[src/rtl/rx_gearbox.sv]
// rx_gearbox: 32-bit to 66-bit receive gearbox with bit-slip alignment.
// Optional build macro: RX_GEARBOX_SLIP_HOLDOFF_EN (slip holdoff of two blocks).
//
// Ports:
//   i_clk         rx clock, rising edge
//   i_reset_n     asynchronous active-low reset
//   i_data        32 received bits, i_data[0] earliest
//   i_data_valid  i_data accepted this cycle
//   i_slip        request to shift alignment by one bit
//   o_hdr         2-bit sync header (first two bits of the block)
//   o_data        64-bit block payload
//   o_hdr_valid   single-cycle pulse per block
//   o_data_valid  same timing as o_hdr_valid
module rx_gearbox #(
    parameter int DATA_WIDTH = 32,
    parameter int HDR_WIDTH  = 2
) (
    input  logic                  i_clk,
    input  logic                  i_reset_n,
    input  logic [DATA_WIDTH-1:0] i_data,
    input  logic                  i_data_valid,
    input  logic                  i_slip,
    output logic [HDR_WIDTH-1:0]  o_hdr,
    output logic [63:0]           o_data,
    output logic                  o_hdr_valid,
    output logic                  o_data_valid
);

    localparam int PAY_W = 64;
    localparam int BLK_W = HDR_WIDTH + PAY_W;
    localparam int BUF_W = 3 * DATA_WIDTH + 1;

    localparam logic [6:0] WORD_CNT = 7'(DATA_WIDTH);
    localparam logic [6:0] BLK_CNT  = 7'(BLK_W);

    logic [BUF_W-1:0] r_buf;
    logic [6:0]       r_cnt;
    logic             r_pending;

    logic [BUF_W-1:0] w_buf_a;
    logic [6:0]       w_cnt_a;
    logic             w_emit;
    logic [BLK_W-1:0] w_blk;
    logic [BUF_W-1:0] w_buf_e;
    logic [6:0]       w_cnt_e;
    logic             w_do_slip;
    logic [BUF_W-1:0] w_buf_n;
    logic [6:0]       w_cnt_n;
    logic             w_slip_req;
    logic             w_pend_n;

    // Bits above r_cnt are always zero, so an OR places the new word.
    always_comb begin
        w_buf_a = r_buf;
        w_cnt_a = r_cnt;
        if (i_data_valid) begin
            w_buf_a = r_buf | (BUF_W'(i_data) << r_cnt);
            w_cnt_a = r_cnt + WORD_CNT;
        end
    end

    // The block is taken before any slip, so a slip never touches it.
    always_comb begin
        w_emit  = (w_cnt_a >= BLK_CNT);
        w_blk   = w_buf_a[BLK_W-1:0];
        w_buf_e = w_buf_a;
        w_cnt_e = w_cnt_a;
        if (w_emit) begin
            w_buf_e = w_buf_a >> BLK_W;
            w_cnt_e = w_cnt_a - BLK_CNT;
        end
    end

    // Slip waits in r_pending until at least one bit is buffered.
    always_comb begin
        w_do_slip = r_pending && (w_cnt_e != 7'd0);
        w_buf_n   = w_buf_e;
        w_cnt_n   = w_cnt_e;
        if (w_do_slip) begin
            w_buf_n = w_buf_e >> 1;
            w_cnt_n = w_cnt_e - 7'd1;
        end
    end

    // A request arriving while one is pending merges into it.
    always_comb begin
        w_pend_n = r_pending | w_slip_req;
        if (w_do_slip) begin
            w_pend_n = 1'b0;
        end
    end

`ifdef RX_GEARBOX_SLIP_HOLDOFF_EN
    logic [1:0] r_hold;

    assign w_slip_req = i_slip && (r_hold == 2'd0);

    // Counts down emitted blocks after an applied slip.
    always_ff @(posedge i_clk or negedge i_reset_n) begin
        if (!i_reset_n) begin
            r_hold <= 2'd0;
        end else if (w_do_slip) begin
            r_hold <= 2'd2;
        end else if (w_emit && (r_hold != 2'd0)) begin
            r_hold <= r_hold - 2'd1;
        end
    end
`else
    assign w_slip_req = i_slip;
`endif

    always_ff @(posedge i_clk or negedge i_reset_n) begin
        if (!i_reset_n) begin
            r_buf     <= '0;
            r_cnt     <= 7'd0;
            r_pending <= 1'b0;
        end else begin
            r_buf     <= w_buf_n;
            r_cnt     <= w_cnt_n;
            r_pending <= w_pend_n;
        end
    end

    always_ff @(posedge i_clk or negedge i_reset_n) begin
        if (!i_reset_n) begin
            o_hdr        <= '0;
            o_data       <= '0;
            o_hdr_valid  <= 1'b0;
            o_data_valid <= 1'b0;
        end else begin
            o_hdr_valid  <= w_emit;
            o_data_valid <= w_emit;
            if (w_emit) begin
                o_hdr  <= w_blk[HDR_WIDTH-1:0];
                o_data <= w_blk[BLK_W-1:HDR_WIDTH];
            end
        end
    end

endmodule

[config.mk]
export PLATFORM = sky130hd
export DESIGN_NAME = rx_gearbox
export DESIGN_NICKNAME = d
export VERILOG_FILES = /design/src/rtl/rx_gearbox.sv
export SDC_FILE = /design/constraint.sdc
export NUM_CORES = 1
export LEC_CHECK = 0
export CORE_MARGIN = 2
export CORE_UTILIZATION = 50
export DETAILED_ROUTE_END_ITERATION = 6
export PLACE_DENSITY = 0.71
export SYNTH_ARGS = -nofsm -noshare
export SYNTH_HDL_FRONTEND = slang
export SYNTH_SLANG_ARGS = --single-unit
export TNS_END_PERCENT = 50
[constraint.sdc]
create_clock -name i_clk -period 4.8 [get_ports i_clk]
set_clock_uncertainty 0.05 [all_clocks]
set_input_delay 0.96 -clock i_clk [delete_from_list [all_inputs] [get_ports i_clk]]
set_output_delay 0.96 -clock i_clk [all_outputs]
set_load 0.02 [all_outputs]
## Word-level counts from Yosys, hierarchy flattened

Index checks and enable logic that the tools add are counted.

- Register bits: 172
- Input bits: 36
- Output and inout port bits: 68

- Add/sub/neg operators: 3
- Order comparisons: 1
- Shift-type cells: 1
- Muxes and demuxes: 7
- Bitwise operators: 2
- Reduce and logical (&&, ||, !) cells: 2

Operators by type and width:

| kind | number |
|---|---|
| $mux W97 | 3 |
| $or A97 B97 Y97 | 1 |
| $shl A32 B7 Y97 | 1 |
| $mux W7 | 3 |
| $add A7 B6 Y7 const B | 1 |
| $ge A7 B7 Y1 const B | 1 |
| $reduce_bool A7 Y1 | 1 |
| $sub A7 B1 Y7 const B | 1 |
| $sub A7 B7 Y7 const B | 1 |
| $logic_and A1 B1 Y1 | 1 |
| $mux W1 | 1 |
| $or A1 B1 Y1 | 1 |

## Depth between registers and ports, before layout

Gate-level depths: netlist of the first run.

- Depth after elaboration: 7
- Depth in mapped cells: 19
- Depth with buffers taken out: 13

## Worst setup path before layout of the first run

OpenSTA, ideal clock, no wires.

- Path kind: reg2reg
- Start: reg r_cnt[1]
- End: reg r_buf[27]
- Data arrival time: 3.525 ns
- Slack: 1.093 ns
- Stages on the path, launching flop included: 20
- Clock period less this slack: 3.707 ns
- Cells stage by stage: dfrtp_1 -> buf_6 -> buf_6 -> buf_2 -> buf_2 -> clkinv_1 -> ha_1 -> or3b_1 -> o32ai_2 -> inv_2 -> xnor2_1 -> inv_1 -> ha_1 -> o41a_1 -> o21ai_1 -> o21a_1 -> buf_4 -> buf_2 -> nand2_1 -> o2bb2ai_1

- Longest elaborated chain between the ends: 7
- Elaborated cells between the ends (all ways): 12
- Classes of those cells: add/sub: 2; order compare: 1; shift: 1; mux: 5; bitwise: 1; reduce/logical: 2

RTL lines:

| element | line | text |
|---|---|---|
| start, declared | 37 | `logic [6:0] r_cnt;` |
| start signal, assigned | 119 | `r_cnt <= w_cnt_n;` |
| $add A7 B6 Y7 | 58 | `w_cnt_a = r_cnt + WORD_CNT;` |
| $mux W7 | 56 | `if (i_data_valid) begin` |
| $sub A7 B7 Y7 or $ge A7 B7 Y1 (tied branches) | 70, 64 |  |
| $mux W7 | 68 | `if (w_emit) begin` |
| $reduce_bool A7 Y1 | 76 | `w_do_slip = r_pending && (w_cnt_e != 7'd0);` |
| $logic_and A1 B1 Y1 | 76 |  |
| $mux W97 * | 79 | `if (w_do_slip) begin` |
| named net w_buf_n[27] | 47 | `logic [BUF_W-1:0] w_buf_n;` |
| end signal, assigned | 118 | `r_buf <= w_buf_n;` |
| end, declared | 36 | `logic [BUF_W-1:0] r_buf;` |

The timed path passes the listed nets; every way through them passes the cells marked *.
A chain may end at the register's enable or synchronous reset.

## Worst setup path after layout of the first run

- Start: reg r_cnt[1]
- End: reg r_buf[34]

Same word-level chain as after synthesis.

==> results by group, run 1 <==
Layout
  • Multi-input gate area: between 5000 and 6000 um2
  • Final Util: 0.602
  • FF+latch area: between 4000 and 5000 um2
  • Fill count: roughly 1.8k
  • Fraction of layout cells with a size suffix above 1: 0.130
  • Most frequent cells in the layout: 179 x nand2_1, 170 x dfrtp_1, 111 x nor2_1, 102 x clkdlybuf4s50_1, 78 x o21ai_0
  • Diode count: 0
  • Commonest non-fill, non-tap cell in the layout: nand2_1
  • Syn-to-layout area delta: 18.0%
  • Nets: roughly 1.3k

Timing
  • Final slew viol count: 0
  • RSZ-0062 raised after global routing: no
  • Setup Viol. Count Final: 0
  • Final hold vios: 0
  • Rel. slew slack: 0.310
  • Final WS setup: 0.845 ns
  • Final setup TNS: 0 ns
  • Min cycle time layout: between 3 and 4 ns
  • Hold Slack: around 0.43 ns
  • Fmax: 253 MHz
  • Slew @ Worst Pin: about 1 ns
  • Final Cycle Share: 0.824

Drt
  • DR vias: 10.2k
  • Post-route ant nets: 0
  • DRC: 0
  • DR vias/cell: approximately 6.7
  • DRT Pass-1 Iters: 7
  • Initial DRC Count: about 1.1k
  • DR WL/cell: 26.0 um
  • DRT Wirelength: 39600 um

Synthesis
  • YS warnings: 0
  • Async S/R FF share, synth: 1.00
  • Synth cell types: between 80 and 90
  • Largest cells by area after synthesis: dfrtp_1 40%, mux4_2 6.7%, nand2_1 6.2%, mux2i_1 5.9%, nor2_1 3.9%
  • Area leader, netlist: dfrtp_1
  • Cells after Synth: about 1.2k
  • Main synth FF type: dfrtp_1
  • Cell area after synthesis: about 11000 um2
  • Syn_area_per_cell: between 9 and 10 um2
  • Synth top area share: 0.400
  • Proportion of synthesized chip area in sequential cells: 0.400
  • Net Count, Synth: approximately 1.2k
  • FF+latch count, synth: between 150 and 200
  • EDFF count, synth: 0

Clock tree
  • Max clock buf depth: 2
  • Hold Buf Count CTS: 0
  • Post-CTS setup repair buffer count: 0
  • Clock root buffer master: clkbuf_16
  • Htree depth: 4
  • Worst-skew pair later-pin latency: 0.45 ns
  • Post_cts resized: 0
  • Clock transition at the registers of the reported paths: roughly 0.070 ns
  • TritonCTS clock tree: yes
  • CTS Sinks: 172
  • Num CTS Buffers: 17

Worst hold path
  • Worst hold path type: reg -> reg

Power
  • Peak VDD IR: about 350 uV
  • Leakage: ~0.0054 uW
  • Cell Pwr Density: 893 nW/um2
  • Total power: ~11000 uW

Worst setup path
  • CP Launch Type: flip-flop
  • CP arrival: around 4.3 ns
  • CP max FO: 17
  • Worst EP required: 5.10 ns
  • WS Path Type: reg -> reg
  • Nature of the critical path endpoint: flip-flop

Place
  • Global placement routability congestion: about 1.1
  • IO Port Bufs: between 100 and 150
  • Setup WS pre-CTS: 0.503 ns
  • Post-detail-place hpwl: around 28000 um

Global routing
  • Largest net degree at the start of global routing: between 150 and 200
  • Vias in the first global route: around 10k
  • Total GRT Usage: 0.356
  • Global-route wire length before repair: around 60000 um
  • Total grt overflow: 0
  • Initial antenna violation count: 0

Floorplan
  • Die area: approximately 23000 um2
  • Row count: 53
  • Initial Util: 0.511
  • Die height: 151 um
  • Core ar.: between 20000 and 25000 um2
  • Die X: roughly 150 um
  • I/O pin total: between 100 and 150

Job
  • Maxcap violations: 0

Status
  • Outcome: finished clean
[where the power goes]
group,leakage [uW],internal [uW],total [uW],switching (uW)
clock network,0.000284,739,1420,682
registers,0.00212,2160,2530,369
logic,0.00304,2710,7400,4680
[per-layer routing]
layer  up-vias  global-route usage  part of all wire
met5         -                   0                 0
met4         0               0.164             0.051
met2       634               0.533              0.44
li1       4442                   -                 -
met3       131              0.0818              0.10
met1      4988               0.493              0.40
[Yosys cell counts, types with 5 or more instances]
master	count
mux4_2	32
a22oi_1	5
a22o_1	7
a211oi_1	34
a211o_1	6
a21oi_1	71
a21o_1	9
a221o_1	15
nor2_1	111
a221oi_1	18
o21a_1	8
buf_4	8
nor2b_1	7
inv_1	10
nand2b_1	5
nand3_1	13
and3_1	17
xnor2_1	6
nor3_1	16
nand2_1	179
o221ai_1	13
buf_2	27
dfrtp_1	172
o2bb2ai_1	5
mux2_2	28
clkbuf_1	40
o21ai_1	6
o211ai_1	9
buf_1	13
mux2i_1	63
o22ai_1	21
and2_1	13
o21ai_0	78
[worst max-delay path: stages, from the launching register on]
cell	delay, ns
dfrtp_2	0.47
clkinv_1	0.18
ha_1	0.34
or3b_1	0.48
o32ai_4	0.35
inv_2	0.09
xnor2_1	0.22
inv_1	0.07
ha_1	0.18
o41a_1	0.10
o21ai_1	0.21
o21a_2	0.49
nand2_1	0.35
o22ai_1	0.28
[flip-flops by register name, summed over array words and instances (netlist names)]
signal and flops:
o_hdr 2, r_pending 1, o_data 64, r_buf 97
o_data_valid 1, r_cnt 7
[worst paths after layout]
kind / from / to / slack, ns / cells after the start
hold / removal: o_data[3]$_DFFE_PN0N_ / o_data[3]$_DFFE_PN0N_ / 0.43 / 2
max in group asynchronous: i_reset_n / r_buf[0]$_DFF_PN0_ / 3.22 / 2
min in group asynchronous: i_reset_n / o_data[40]$_DFFE_PN0N_ / 0.46 / 1
hold reg to reg: o_data[3]$_DFFE_PN0N_ / o_data[3]$_DFFE_PN0N_ / 0.43 / 2
setup / recovery: r_cnt[1]$_DFF_PN0_ / r_buf[34]$_DFF_PN0_ / 0.84 / 13
setup reg to reg: r_cnt[1]$_DFF_PN0_ / r_buf[34]$_DFF_PN0_ / 0.84 / 13
[stage by stage]
stage	instance area (um2)	cells
floorplan	10800	1157
global placement	12100	1489
detailed placement	12100	1489
CTS	12700	1520
global route	12700	1520
finish	12700	1520
[cells by family (layout without fill, tap and decap cells)]
| family | after synthesis | count (layout) | share of synthesized area |
|---|---|---|---|
| buffers and inverters | 106 | 194 | 0.0457 |
| AO/OA/AOI/OAI | 353 | 353 | 0.227 |
| flip-flops | 172 | 172 | 0.400 |
| multiplexers | 126 | 126 | 0.159 |
| XOR/XNOR | 7 | 7 | 0.00569 |
| adder cells (fa/ha/maj) | 2 | 2 | 0.00232 |
| AND/OR/NAND/NOR | 391 | 391 | 0.161 |
[area by class of cell]
class,instances,area share
clock buffers,18,0.0338
clock inverters,13,0.0118
flip-flops and latches,172,0.339
repair buffers,149,0.112
inverters,14,0.00414
well taps,275,0.0271
multi-input cells,879,0.472
Note: power is estimated with default switching activity, not from simulation.
==> run 2: changes to the inputs <==
==> constraint.sdc (replaced) <==
create_clock -name i_clk -period 4 [get_ports i_clk]
set_clock_uncertainty 0.05 [all_clocks]
set_input_delay 0.8 -clock i_clk [delete_from_list [all_inputs] [get_ports i_clk]]
set_output_delay 0.8 -clock i_clk [all_outputs]
set_load 0.02 [all_outputs]
==> results by group, run 2 (synthesized netlist as in run 1, its figures left out) <==
Clock tree
  • Worst-skew pair later-pin latency: 0.44 ns (about the same)
  • Clock root buffer master: clkbuf_16
  • CTS Sinks: 172 (unchanged)
  • Max clock buf depth: 2 (unchanged)
  • Htree depth: 4 (unchanged)
  • Num CTS Buffers: 17 (unchanged)
  • Hold Buf Count CTS: 0 (unchanged)
  • Post_cts resized: 0 (unchanged)
  • Clock transition at the registers of the reported paths: 0.08 ns (about the same)
  • TritonCTS clock tree: yes
  • Post-CTS setup repair buffer count: 0 (unchanged)

Global routing
  • Largest net degree at the start of global routing: 182 (unchanged)
  • Total grt overflow: 0 (unchanged)
  • Vias in the first global route: 10.0k (+3.3%)
  • Global-route wire length before repair: 61900 um (+3.2%)
  • Initial antenna violation count: 1 (+1)
  • Total GRT Usage: 0.370 (+0.0141)

Timing
  • Fmax: 269 MHz (+6.5%)
  • Final slew viol count: 0 (unchanged)
  • Final Cycle Share: 0.929 (+0.105)
  • Slew @ Worst Pin: 0.981 ns (-0.0496 ns)
  • Final hold vios: 0 (unchanged)
  • Rel. slew slack: 0.346 (+0.0356)
  • RSZ-0062 raised after global routing: no
  • Final setup TNS: 0 ns (unchanged)
  • Final WS setup: 0.285 ns (-0.560 ns)
  • Setup Viol. Count Final: 0 (unchanged)
  • Min cycle time layout: 3.72 ns (-0.240 ns)

Layout
  • Multi-input gate area: 5990 um2 (unchanged)
  • Diode count: 0 (unchanged)
  • Nets: 1325 (+4.2%)
  • FF+latch area: 4310 um2 (unchanged)
  • Fill count: 1816 (-1.2%)
  • Most frequent cells in the layout: 179 x nand2_1, 170 x dfrtp_1, 111 x nor2_1, 102 x clkdlybuf4s50_1, 95 x buf_4
  • Largest registers: r_buf (97), o_data (64), r_cnt (7)
  • Commonest non-fill, non-tap cell in the layout: nand2_1
  • Syn-to-layout area delta: 22.3%
  • Number of flip-flops in the largest register: 97 (unchanged)
  • Fraction of layout cells with a size suffix above 1: 0.168 (+0.0376)
  • Top reg by flops: r_buf

Worst setup path
  • Slowest cell on crit path: or3b_1
  • WS Path Type: reg -> reg
  • Nature of the critical path endpoint: flip-flop
  • CP max FO: 23 (+6)
  • CP arrival: 3.98 ns (-0.27 ns)
  • Most frequent cell on the critical path: ha_1
  • CP peak stage delay: 0.49 ns (about the same)
  • Worst EP required: 4.27 ns (-0.83 ns)
  • Critical path's top delay family: compound AO/OA/AOI/OAI gates
  • CP Cell Sequence: clkinv_1, ha_1, or3b_1, o32ai_4, inv_2, xnor2_1, inv_1, ha_1, o41a_1, o21ai_1, o21a_2, buf_4, nor2_1, a211oi_1
  • WP buf/inv: 4 (+1)
  • CP Launch Type: flip-flop

Place
  • IO Port Bufs: 103 (unchanged)
  • Post-detail-place hpwl: 30000 um (+7.2%)
  • Setup WS pre-CTS: 0.156 ns (-0.346 ns)
  • Global placement routability congestion: 1.10 (+3.9%)

Floorplan
  • Initial Util: 0.511 (unchanged)
  • Die area: 22700 um2 (unchanged)
  • Die X: 151 um (unchanged)
  • Die height: 151 um (unchanged)
  • Row count: 53 (unchanged)
  • I/O pin total: 104 (unchanged)
  • Core ar.: 21100 um2 (unchanged)

Drt
  • DRT Pass-1 Iters: 4 (-3)
  • Initial DRC Count: 1225 (+13%)
  • DR vias/cell: 6.63 (-1.2%)
  • DRT Wirelength: 41200 um (+4.1%)
  • Post-route ant nets: 0 (unchanged)
  • DR WL/cell: 26.2 um (+0.45%)
  • DRC: 0 (unchanged)
  • DR vias: 10.4k (+2.4%)

Power
  • Leakage: 0.00574 uW (+5.3%)
  • Cell Pwr Density: 1080 nW/um2 (+21%)
  • Peak VDD IR: 467 uV (+34%)

Worst hold path
  • Worst hold path type: in -> async

Status
  • Outcome: finished clean

Job
  • Maxcap violations: 0 (unchanged)
## run 2: cell types whose count changed in the layout (fill, tap and decap cells not counted), sizes merged
cell      change
buf          +54
clkbuf        -1
clkinv        +6
clkinvlp      -1
inv           -3
## run 2: worst paths after layout
kind                                           to                   start  depth (start not counted)  slack (ns)
max                           r_buf[55]$_DFF_PN0_      r_cnt[1]$_DFF_PN0_                         14        0.28
min                            r_cnt[5]$_DFF_PN0_               i_reset_n                          1        0.35
max reg2reg                   r_buf[55]$_DFF_PN0_      r_cnt[1]$_DFF_PN0_                         14        0.28
min reg2reg                o_data[40]$_DFFE_PN0N_  o_data[40]$_DFFE_PN0N_                          2        0.43
max in group asynchronous     r_buf[25]$_DFF_PN0_               i_reset_n                          2        2.67
min in group i_clk         o_data[40]$_DFFE_PN0N_  o_data[40]$_DFFE_PN0N_                          2        0.43
## run 2: metal layers
layer	vias to the layer above	routed length [um]	global-route usage
met2	617	18600	0.558
met5	-	0	0
met4	0	2090	0.178
met3	140	3700	0.0752
li1	4565	-	-
met1	5120	16900	0.512
## run 2: final cells by class
class	count	share of cell area
Multi-Input combinational cell	879	0.455
Tap cell	275	0.0261
Clock buffer	17	0.0323
Sequential cell	172	0.327
Timing Repair Buffer	203	0.140
Inverter	14	0.00399
Clock inverter	15	0.0157
## run 2: power by group
group | switching (uW) | total, uW | internal [uW] | leakage [uW]
Clock | 844 | 1750 | 909 | 0.000306
Sequential | 440 | 3040 | 2600 | 0.00212
Combinational | 5830 | 9500 | 3670 | 0.00331
Total | 7120 | 14300 | 7170 | 0.00574
## run 2: per-stage QoR
step	total power (uW)	hold WS (ns)	cells	instance area (um2)	util
after floorplan	8410	0.415	1157	10800	-
final	14300	0.351	1575	13200	0.625
after global placement	12200	0.406	1543	12500	0.595
after detailed placement	12300	0.413	1543	12500	0.595
after CTS	14100	0.436	1575	13200	0.625
after global routing	14900	0.441	1575	13200	0.625
